==> src/rtl/shift_add_remult_pkg.sv <==
// shift_add_remult_pkg: shared widths, iteration count and FSM states.
package shift_add_remult_pkg;
   localparam int OP_W   = 8;
   localparam int PROD_W = 16;
   localparam int ITERS  = 8;
   localparam int CNT_W  = $clog2(ITERS);
   typedef enum logic [1:0] {IDLE, BUSY, DONE} state_t;
endpackage

==> src/rtl/cond_add_row.sv <==
// cond_add_row: enabled 16-bit add; the low APPROX_COLS columns OR without carry.
module cond_add_row
   import shift_add_remult_pkg::*;
#(
   parameter int APPROX_COLS = 0
) (
   input  logic              en_i,
   input  logic [PROD_W-1:0] a_i,
   input  logic [PROD_W-1:0] b_i,
   output logic [PROD_W-1:0] sum_o
);
   localparam logic [PROD_W-1:0] MASK = PROD_W'((1 << APPROX_COLS) - 1);
   logic [PROD_W-1:0] approx_lo;
   logic [PROD_W-1:0] exact_hi;
   assign approx_lo = (a_i | b_i) & MASK;
   // Masking both operands keeps the carry into column APPROX_COLS at zero.
   assign exact_hi  = (a_i & ~MASK) + (b_i & ~MASK);
   assign sum_o     = en_i ? (approx_lo | exact_hi) : a_i;
endmodule

==> src/rtl/shift_add_remult.sv <==
// shift_add_remult: sequential shift-add reconstruction of q*y + r, one multiplier bit per cycle.
module shift_add_remult
   import shift_add_remult_pkg::*;
#(
   parameter int APPROX_COLS = 0
) (
   input  logic              clk,
   input  logic              rst_n,
   input  logic              in_valid,
   output logic              in_ready,
   input  logic [OP_W-1:0]   q,
   input  logic [OP_W-1:0]   y,
   input  logic [OP_W-1:0]   r,
   output logic              out_valid,
   input  logic              out_ready,
   output logic [PROD_W-1:0] p,
   output logic              rem_err
);
   state_t            state_q, state_d;
   logic [PROD_W-1:0] acc_q, acc_d;
   logic [OP_W-1:0]   q_q, q_d;
   logic [OP_W-1:0]   y_q, y_d;
   logic [CNT_W-1:0]  cnt_q, cnt_d;
   logic              rem_err_q, rem_err_d;
   logic [PROD_W-1:0] sum;

   cond_add_row #(.APPROX_COLS(APPROX_COLS)) u_row (
      .en_i (q_q[cnt_q]),
      .a_i  (acc_q),
      .b_i  (PROD_W'(y_q) << cnt_q),
      .sum_o(sum)
   );

   always_comb begin
      state_d   = state_q;
      acc_d     = acc_q;
      q_d       = q_q;
      y_d       = y_q;
      cnt_d     = cnt_q;
      rem_err_d = rem_err_q;
      unique case (state_q)
         IDLE: if (in_valid) begin
            state_d   = BUSY;
            acc_d     = PROD_W'(r);
            q_d       = q;
            y_d       = y;
            cnt_d     = '0;
            rem_err_d = r >= y;
         end
         BUSY: begin
            acc_d   = sum;
            cnt_d   = cnt_q + CNT_W'(1);
            state_d = cnt_q == CNT_W'(ITERS - 1) ? DONE : BUSY;
         end
         DONE: state_d = out_ready ? IDLE : DONE;
         default: state_d = IDLE;
      endcase
   end

   always_ff @(posedge clk) begin
      if (!rst_n) begin
         state_q   <= IDLE;
         acc_q     <= '0;
         q_q       <= '0;
         y_q       <= '0;
         cnt_q     <= '0;
         rem_err_q <= 1'b0;
      end else begin
         state_q   <= state_d;
         acc_q     <= acc_d;
         q_q       <= q_d;
         y_q       <= y_d;
         cnt_q     <= cnt_d;
         rem_err_q <= rem_err_d;
      end
   end

   assign in_ready  = state_q == IDLE;
   assign out_valid = state_q == DONE;
   assign p         = acc_q;
   assign rem_err   = rem_err_q;
endmodule

==> config.mk <==
export PLATFORM = sky130hd
export DESIGN_NAME = shift_add_remult
export DESIGN_NICKNAME = d
export VERILOG_FILES = /design/src/rtl/shift_add_remult_pkg.sv /design/src/rtl/cond_add_row.sv /design/src/rtl/shift_add_remult.sv
export SDC_FILE = /design/constraint.sdc
export NUM_CORES = 1
export LEC_CHECK = 0
export ABC_AREA = 1
export CAP_MARGIN = 10
export CORE_ASPECT_RATIO = 1.75
export CORE_MARGIN = 3
export CORE_UTILIZATION = 30
export DETAILED_ROUTE_END_ITERATION = 8
export RECOVER_POWER = 50
export SLEW_MARGIN = 5
export SYNTH_ARGS = -nofsm -noshare
export SYNTH_HDL_FRONTEND = slang
export SYNTH_SLANG_ARGS = --single-unit
==> constraint.sdc <==
create_clock -name clk -period 6.4 [get_ports clk]
set_clock_uncertainty 0.2 [all_clocks]
set_input_delay 1.28 -clock clk [delete_from_list [all_inputs] [get_ports clk]]
set_output_delay 1.28 -clock clk [all_outputs]
set_load 0.02 [all_outputs]
**After elaboration in Yosys (flattened, before gate mapping)**

Index checks and enable logic that the tools add are counted.

- Register bits after elaboration: 38
- Bits in latches: 0
- RAM bits: 0
- ROM bits: 0
- Input bits: 28
- Output and inout bits: 19
- Word-level logic and storage cells: 32
- Memories: 0

- Add/subtract/negate cells: 2
- Multiply operators: 0
- Div/mod/pow operators: 0
- Order comparisons: 2
- Equal/unequal tests: 5
- Shift operators: 1
- Muxes and demuxes: 11
- Bitwise operators: 0
- Reductions and logical operators: 5

Operators by type and width:

| kind | number |
|---|---|
| 2-to-1 mux 16 bit | 2 |
| one-hot mux 16 bit (2 select lines) | 1 |
| adder 16 bit | 1 |
| << shifter 8 x 3 -> 16 bit | 1 |
| greater-or-equal comparator 8 bit | 1 |
| 2-to-1 mux 2 bit | 3 |
| one-hot mux 2 bit (3 select lines) | 1 |
| one-hot mux 3 bit (2 select lines) | 1 |
| < comparator 3 x 4 -> 1 bit, second input constant | 1 |
| AND reduction 2 bit | 2 |
| adder 3 x 1 -> 3 bit, second input constant | 1 |
| binary-select mux 1 bit (select 3 bit) | 1 |
| equality test 3 bit, second input constant | 1 |
| 2-to-1 mux 3 bit | 1 |
| AND reduction 3 bit | 1 |
| equality test 2 x 1 -> 1 bit, second input constant | 1 |
| equality test 2 bit, second input constant | 1 |
| zero test 2 bit | 1 |
| inequality test 2 x 1 -> 1 bit, second input constant | 1 |
| inequality test 2 bit, second input constant | 1 |
| nonzero test 2 bit | 1 |
| 2-to-1 mux 1 bit | 1 |

**Depth between registers and ports, before layout**

Gate-level depths: netlist (run 1).

- Depth in word-level cells: 4
- Gate-level depth with buffers: 19
- Depth with buffers taken out: 18

**Hierarchy**

Synthesis (run 1) repeated with hierarchy kept, for this count alone.

- Cells, all modules: 527
- Area total of the unflattened synthesis: 3199.3 sq um

Modules (own cells, without submodules):

| module | instances | cells each | area an instance (sq um) | sequential area each (sq um) |
|---|---|---|---|---|
| shift_add_remult | 1 | 306 | 2110.8 | 760.7 |
| cond_add_row | 1 | 221 | 1088.5 | 0.0 |

**Worst setup path after synthesis (run 1)**

Ideal clock, no wire load.

- Kind: register -> register
- From: reg cnt_q[0]
- To: reg acc_q[15], in the netlist p[15]
- Library setup time: 0.113 ns
- Arrival time: 2.162 ns
- Required time: 6.087 ns
- Setup slack: 3.925 ns
- Cell stages (with the launch flop): 16
- Buffers on the path: 2
- Period minus slack after synthesis: 2.475 ns
- Path through: dfxtp_1 > buf_6 > buf_2 > mux2i_1 > nor2_1 > a31oi_1 > mux2i_1 > ha_1 > nand2_1 > nand2_1 > a21oi_1 > nor2_1 > nor2_1 > nand2_1 > a21oi_2 > nor2_1

- Cells in the longest elaborated chain, start to end: 4
- Elaborated cells on any way between the ends: 8
- Classes of those cells: add/sub: 1; eq/ne: 1; shift: 1; mux: 4; reduce/logical: 1

Ends and longest elaborated chain:

| item | line | source |
|---|---|---|
| from (decl) | shift_add_remult.sv:23 | `logic [CNT_W-1:0] cnt_q, cnt_d;` |
| from (signal assigned) | shift_add_remult.sv:73 | `cnt_q <= cnt_d;` |
| << shifter 8 x 3 -> 16 bit or binary-select mux 1 bit (select 3 bit) (tied branches) | shift_add_remult.sv:30, shift_add_remult.sv:28 |  |
| adder 16 bit or 2-to-1 mux 1 bit (tied branches) | cond_add_row.sv:17, shift_add_remult.sv:28 |  |
| 2-to-1 mux 16 bit or inequality test 2 x 1 -> 1 bit (tied branches) | - |  |
| one-hot mux 16 bit (2 select lines) or AND reduction 3 bit (tied branches) | - |  |
| to (signal assigned) | shift_add_remult.sv:63 | `acc_q <= '0;` |
| to (signal assigned) | shift_add_remult.sv:70 | `acc_q <= acc_d;` |
| to (decl) | shift_add_remult.sv:20 | `logic [PROD_W-1:0] acc_q, acc_d;` |

Several ways; a longest one is shown, not always the timed one. The select of a mux whose other input is x is not followed.
A chain may end at the register's enable or synchronous reset.

**Worst setup path after layout (run 1)**

- From: in in_valid
- To: reg cnt_q[0]

- Cells in the longest elaborated chain, start to end: 2

Ends and longest elaborated chain:

| item | line | source |
|---|---|---|
| from (decl) | shift_add_remult.sv:9 | `input logic in_valid,` |
| inequality test 2 bit (no line) | - |  |
| AND reduction 2 bit (no line) | - |  |

Every way passes these cells.

==> summary.txt, run 1 <==
Outcome
  – Status: complete, no violations

Die
  – Chip height: 138.1 um
  – Die X: 81.47 um
  – Die ar.: 11250 sq um
  – Starting density of the core: 31.20%
  – # IOs: 47
  – FP Rows: 47
  – Core Area: 9585 sq um

Timing
  – Final hold viol count: 0
  – Final setup TNS: 0 ps
  – Worst Slack Setup Final: 2625 ps
  – Final setup viols: 0
  – RSZ-0062 raised after global routing: false
  – Worst slew margin: 20.79%
  – Slew of the pin with the lowest slew margin: 1188 ps
  – Max Slew Vio Count: 0
  – Top achievable clock speed: 264.9 MHz
  – Crit path time final: 3775 ps
  – Final period util: 58.99%

Clock tree
  – CTS resizes: 0
  – Clk sinks: 38
  – TritonCTS buffer count: 5
  – H-tree depth: 2
  – CTS tree: yes
  – Clock Latency Late Sink: 290 ps
  – Clk pin slew, worst setup/hold paths: 60 ps
  – Clk buf depth: 2
  – Clk root buf: clkbuf_16
  – Hold_buf cts: 0
  – # Post-CTS Setup Buffers: 0

Synthesis
  – Ys Warns: 0
  – Synth Area in Compound Gates: 14.81%
  – Largest family of logic cells by synthesized area: simple AND/OR/NAND/NOR gates
  – Synth Cell Area: 2990 sq um
  – Post-Synth Adder-Cell Area: 11.13%
  – Mapped Cells: 480
  – Largest area contributor in the netlist: dfxtp_1
  – Cell variety after synth: 34
  – Syn_nets: 534
  – Post-Synth XOR/XNOR Area: 0.5858%
  – Post-synthesis mux area share: 1.674%
  – Seq cells post-synth: 38
  – Synth top area share: 25.44%
  – Syn avg cell area: 6.230 sq um
  – Seq/Total Area, Yosys: 25.44%
  – Post-Synth Simple-Gate Area: 34.35%
  – Largest cells by area after synthesis: dfxtp_1, nand2_1, ha_1

Route
  – # DRC: 0
  – Vias per Instance: 4.819
  – Iter 0 DRT Violations: 134
  – DR vias: 3094
  – First-pass DRT Iterations: 4
  – Drt wl/cell: 13.32 um
  – Total Routed Length: 8553 um
  – Post-DRT Antenna Nets: 0

Finish
  – # fillers: 1053
  – Post-route non-filler standard cell count: 642
  – Layout cells sized above 1: 4.231%
  – Final net count: 573
  – Reg area: 760.7 sq um
  – Synth-to-Final Area Change: 22.72%
  – Final core utilization: 38.28%
  – Multi-input gate area: 1871 sq um
  – N_diodes: 0

Flow run
  – Maxcap violations: 0

Worst setup path
  – Reg-to-Reg Start: cnt_q[0]$_SDFFE_PN0P_
  – Max FO, Critical Path: 30
  – Crit path max-delay family: buffers and inverters
  – CP max stage delay: 870 ps
  – WP buf/inv: 3
  – Crit. Startpoint: in_valid
  – Crit-path cells: dlygate4sd3_1 -> nand2_1 -> clkbuf_1 -> inv_1 -> nor2_1 -> nor2_1 -> a211oi_1
  – Worst setup EP type: flop
  – Crit path max-delay cell type: clkbuf_1
  – CP Data Required Time: 6400 ps
  – Critical path's most frequent cell: nor2_1
  – Critical path arrival: 3780 ps
  – Critical path class: primary input to flop
  – CP Launch Type: primary input

Pwr
  – Leak: 1.777 nW
  – Power per cell area: 197.1 nW/um^2
  – Worst vdd ir: 93.47 uV

Global routing
  – Gr ovfl total: 0
  – Vias in the first global route: 2968
  – Antenna violations before repair: 0
  – First-pass GRT wire length: 14190 um
  – Largest net degree at the start of global routing: 31
  – Total GRT Usage: 16.20%

Place
  – Gp weighted congestion: 0.9273
  – IO buf count: 46
  – Place WS: 3026 ps
  – Post-DP HPWL: 7068 um
  – Placed insts: 634

Hold path
  – Min-delay src: q_q[0]$_SDFFE_PN0P_
  – Worst hold-check path type: flop to flop
## final cells by class
cell class | instances | share of cell area (%)
Clock buffer | 6 | 3.785
Clock inverter | 2 | 0.3409
Inverter | 72 | 7.364
Multi-Input combinational cell | 355 | 50.97
Sequential cell | 38 | 20.73
Tap cell | 122 | 4.160
Timing Repair Buffer | 47 | 12.65
## worst min-delay path, cell delays in order (launching register included)
cell and delay (ps):
dfxtp_1 310, inv_1 50, a21oi_1 50
## final timing paths
| path | slack, ps | depth (start not counted) | end |
|---|---|---|---|
| max | 2620 | 7 | cnt_q[0]$_SDFFE_PN0P_ |
| min reg2reg | 250 | 2 | q_q[0]$_SDFFE_PN0P_ |
| max reg2reg | 3260 | 13 | p[12]$_SDFFE_PN0P_ |
| min | 250 | 2 | q_q[0]$_SDFFE_PN0P_ |
## cells in the final DEF, fill, tap and decap left out, types with 5 or more instances in the layout
cell,n
a21oi_1,37
clkbuf_16,5
clkdlybuf4s50_1,32
dfxtp_1,38
dlygate4sd3_1,14
ha_1,25
inv_1,70
mux2i_1,5
nand2_1,129
nand3_1,30
nand4_1,6
nor2_1,54
o21ai_0,34
o21ai_1,7
## cell usage after synthesis
library cell  number
xnor2_1            2
inv_1             70
a211oi_1           1
inv_2              1
buf_6              2
nand3_2            4
a31oi_1            2
o21a_1             1
nand3_1           30
o211ai_1           1
buf_2              5
dfxtp_1           38
nand2_2            2
nand3b_1           3
nor2_4             2
mux2i_1            5
ha_1              25
fa_1               1
o21ai_1            7
buf_8              1
nor2_1            54
a21oi_1           37
o21ai_0           34
clkbuf_1           5
a21oi_2            1
nand3_4            1
o21ai_2            1
nand2_1          129
or2_2              1
buf_1              2
clkinv_1           1
nor3_1             4
nand4_1            6
nand2_4            1
## report_power, final
part	switching, mW	internal, mW	total [mW]
registers	0.0173	0.254	0.271
logic	0.120	0.0792	0.199
clock network	0.0985	0.154	0.253
total	0.236	0.487	0.723
## metal layers
metal / track usage (%) / part of all wire, % / wire length (um) / up-vias
li1: - / - / - / 1620
met1: 17.07 / 37 / 3168 / 1388
met2: 30.22 / 56 / 4764 / 67
met3: 1.367 / 3.2 / 270 / 19
met4: 8.549 / 4.1 / 349 / 0
met5: 0 / 0 / 0 / -
## sequential cells by signal (all words and copies together) (netlist names)
register  count
p            16
q_q           8
y_q           8
cnt_q         3
state_q       2
rem_err       1
## logic make-up (layout without fill, tap and decap cells)
kind of cell,after synthesis,count (layout)
buf+inv,87,127
xor+xnor,2,2
simple gates,237,237
flops,38,38
mux,5,5
compound gates,85,85
fa+ha+maj,26,26
## stage by stage
step	total power, mW	hold slack [ps]	area, sq um
floorplan	0.4126	223.4	2990
global placement	0.4762	239.9	3522
detailed placement	0.4790	248.4	3522
CTS	0.7331	258.0	3674
global route	0.7689	274.4	3670
finish	0.7232	251.7	3670
(Power assumes the default switching activity.)
==> run 2, diff against run 1 <==
clock period = 3.15 ns   (was 6.4 ns; I/O delays follow)
==> summary.txt, run 2 (synthesis gave the netlist of run 1 again) <==
Route
  – Drt wl/cell: 13.88 um (+4.2%)
  – Met3 wire length: 230 um (-15%)
  – Routed wl met2: 5331 um (+12%)
  – Met1 Routed Length: 3238 um (+2.2%)
  – Post-DRT Antenna Nets: 0 (unchanged)
  – Iter 0 DRT Violations: 236 (+76%)
  – # DRC: 0 (unchanged)
  – Total Routed Length: 8982 um (+5.0%)
  – First-pass DRT Iterations: 5 (+1)
  – Vias per Instance: 4.808 (-0.23%)
  – Uppermost layer routed: met4
  – DR vias: 3111 (+0.55%)

Global routing
  – Vias in the first global route: 3085 (+3.9%)
  – Antenna violations before repair: 0 (unchanged)
  – Gr ovfl total: 0 (unchanged)
  – Largest net degree at the start of global routing: 27 (-13%)
  – First-pass GRT wire length: 14640 um (+3.2%)
  – Total GRT Usage: 16.70% (+0.50 points)

Timing
  – Slew of the pin with the lowest slew margin: 1057 ps (-130.7 ps)
  – Top achievable clock speed: 360.8 MHz
  – Max Slew Vio Count: 0 (unchanged)
  – Final hold viol count: 0 (unchanged)
  – Crit path time final: 2772 ps
  – Worst slew margin: 29.50% (+8.7 points)
  – RSZ-0062 raised after global routing: false
  – Final period util: 87.99%
  – Final setup viols: 0 (unchanged)
  – Final setup TNS: 0 ps (unchanged)

Worst setup path
  – CP max stage delay: 570 ps (-300 ps)
  – Max FO, Critical Path: 12 (-60%)
  – Worst setup EP type: flop
  – Crit-path cells: inv_1 -> o21ai_0 -> ha_1 -> nand2_1 -> inv_1 -> a21oi_1 -> nor2_1 -> nor2_1 -> nand2_1 -> a21oi_2 -> nor2_1
  – CP Launch Type: flop
  – Critical path's most frequent cell: nor2_1
  – Critical path class: flop to flop
  – Crit path max-delay cell type: dfxtp_1
  – Critical path arrival: 2760 ps (-1020 ps)
  – CP Data Required Time: 3140 ps (-3260 ps)

Clock tree
  – Clk buf depth: 2 (unchanged)
  – Clk sinks: 38 (unchanged)
  – Clk root buf: clkbuf_16
  – TritonCTS buffer count: 5 (unchanged)
  – Clock Latency Late Sink: 290 ps (about the same)
  – H-tree depth: 2 (unchanged)
  – CTS resizes: 0 (unchanged)
  – # Post-CTS Setup Buffers: 0 (unchanged)
  – Clk pin slew, worst setup/hold paths: 60 ps (about the same)
  – CTS tree: yes
  – Hold_buf cts: 0 (unchanged)

Die
  – Die X: 81.47 um (unchanged)
  – FP Rows: 47 (unchanged)
  – # IOs: 47 (unchanged)
  – Chip height: 138.1 um (unchanged)
  – Core Area: 9585 sq um (unchanged)
  – Die ar.: 11250 sq um (unchanged)
  – Starting density of the core: 31.20% (unchanged)

Pwr
  – Total power: 1.560 mW (+120%)
  – Worst vdd ir: 263.2 uV (+180%)
  – Leak: 1.788 nW (+0.65%)
  – Power per cell area: 418.6 nW/um^2 (+110%)

Hold path
  – Worst hold-check path type: flop to flop

Flow run
  – Maxcap violations: 0 (unchanged)

Place
  – Gp weighted congestion: 0.9285 (+0.13%)
  – IO buf count: 46 (unchanged)
  – Post-DP HPWL: 7354 um (+4.0%)

Finish
  – Commonest non-fill, non-tap cell in the layout: nand2_1
  – # fillers: 1043 (-0.95%)
  – N_diodes: 0 (unchanged)
  – Commonest cells after routing, fill and taps aside: nand2_1, inv_1, nor2_1, clkdlybuf4s50_1
  – Final core utilization: 38.89% (+0.60 points)
  – Synth-to-Final Area Change: 24.64%
  – Max FFs per register: 16 (unchanged)
  – Layout cells sized above 1: 5.333% (+1.1 points)
  – Final net count: 578 (+0.87%)

Outcome
  – Status: complete, no violations
## run 2: changes by cell type in the layout (fill, tap and decap cells not counted)
cell,before,now
clkinv_2,1,0
clkinvlp_4,1,2
dfxtp_1,38,37
buf_4,0,5
clkdlybuf4s50_1,32,39
bufinv_16,0,1
dfxtp_2,0,1
dlygate4sd3_1,14,7
clkbuf_8,1,0
## run 2: worst paths after layout
check / startpoint / endpoint / slack (ps) / depth (start not counted)
worst max register to register: cnt_q[2]$_SDFFE_PN0P_ / p[15]$_SDFFE_PN0P_ / 380 / 11
worst max-delay path: cnt_q[2]$_SDFFE_PN0P_ / p[15]$_SDFFE_PN0P_ / 380 / 11
worst min register to register: q_q[0]$_SDFFE_PN0P_ / q_q[0]$_SDFFE_PN0P_ / 250 / 2
worst min-delay path: q_q[0]$_SDFFE_PN0P_ / q_q[0]$_SDFFE_PN0P_ / 250 / 2
## run 2: metal layers
| layer | GRT usage [%] | up-vias |
|---|---|---|
| met5 | 0 | - |
| met4 | 5.699 | 0 |
| met3 | 1.628 | 12 |
| met2 | 33.88 | 46 |
| met1 | 16.32 | 1427 |
| li1 | - | 1626 |
## run 2: cell type report
cell class / instances / area (sq um) / share of cell area, %
multi-input cells: 355 / 1871 / 50.18
flip-flops and latches: 38 / 762.0 / 20.44
repair buffers: 52 / 501.7 / 13.46
inverters: 72 / 270.3 / 7.251
well taps: 122 / 152.6 / 4.095
clock buffers: 5 / 125.1 / 3.357
clock inverters: 3 / 45.04 / 1.208
## run 2: power by group
part | internal [mW] | switching (mW) | total (mW) | leakage, nW
sequential | 0.516 | 0.0309 | 0.547 | 0.313
combinational | 0.168 | 0.256 | 0.424 | 1.40
clock | 0.373 | 0.216 | 0.590 | 0.0760
total | 1.06 | 0.503 | 1.56 | 1.79
## run 2: worst max-delay path, delay by kind of cell, from the launching register on
family	cells	cell delay, ps
AO/OA/AOI/OAI	3	780
adder cells (fa/ha/maj)	1	340
buffers and inverters	2	310
flip-flops	1	570
AND/OR/NAND/NOR	5	460
## run 2: metrics by stage
step,hold slack (ps),worst slack [ps],instance area [sq um],std cells
2_1_floorplan,223.4,674.8,2990,480
3_5_place_dp,242.0,286.3,3560,639
3_3_place_gp,238.0,376.0,3560,639
4_1_cts,250.6,304.4,3730,647
5_1_grt,286.2,137.4,3727,647
6_report,248.4,378.2,3727,647
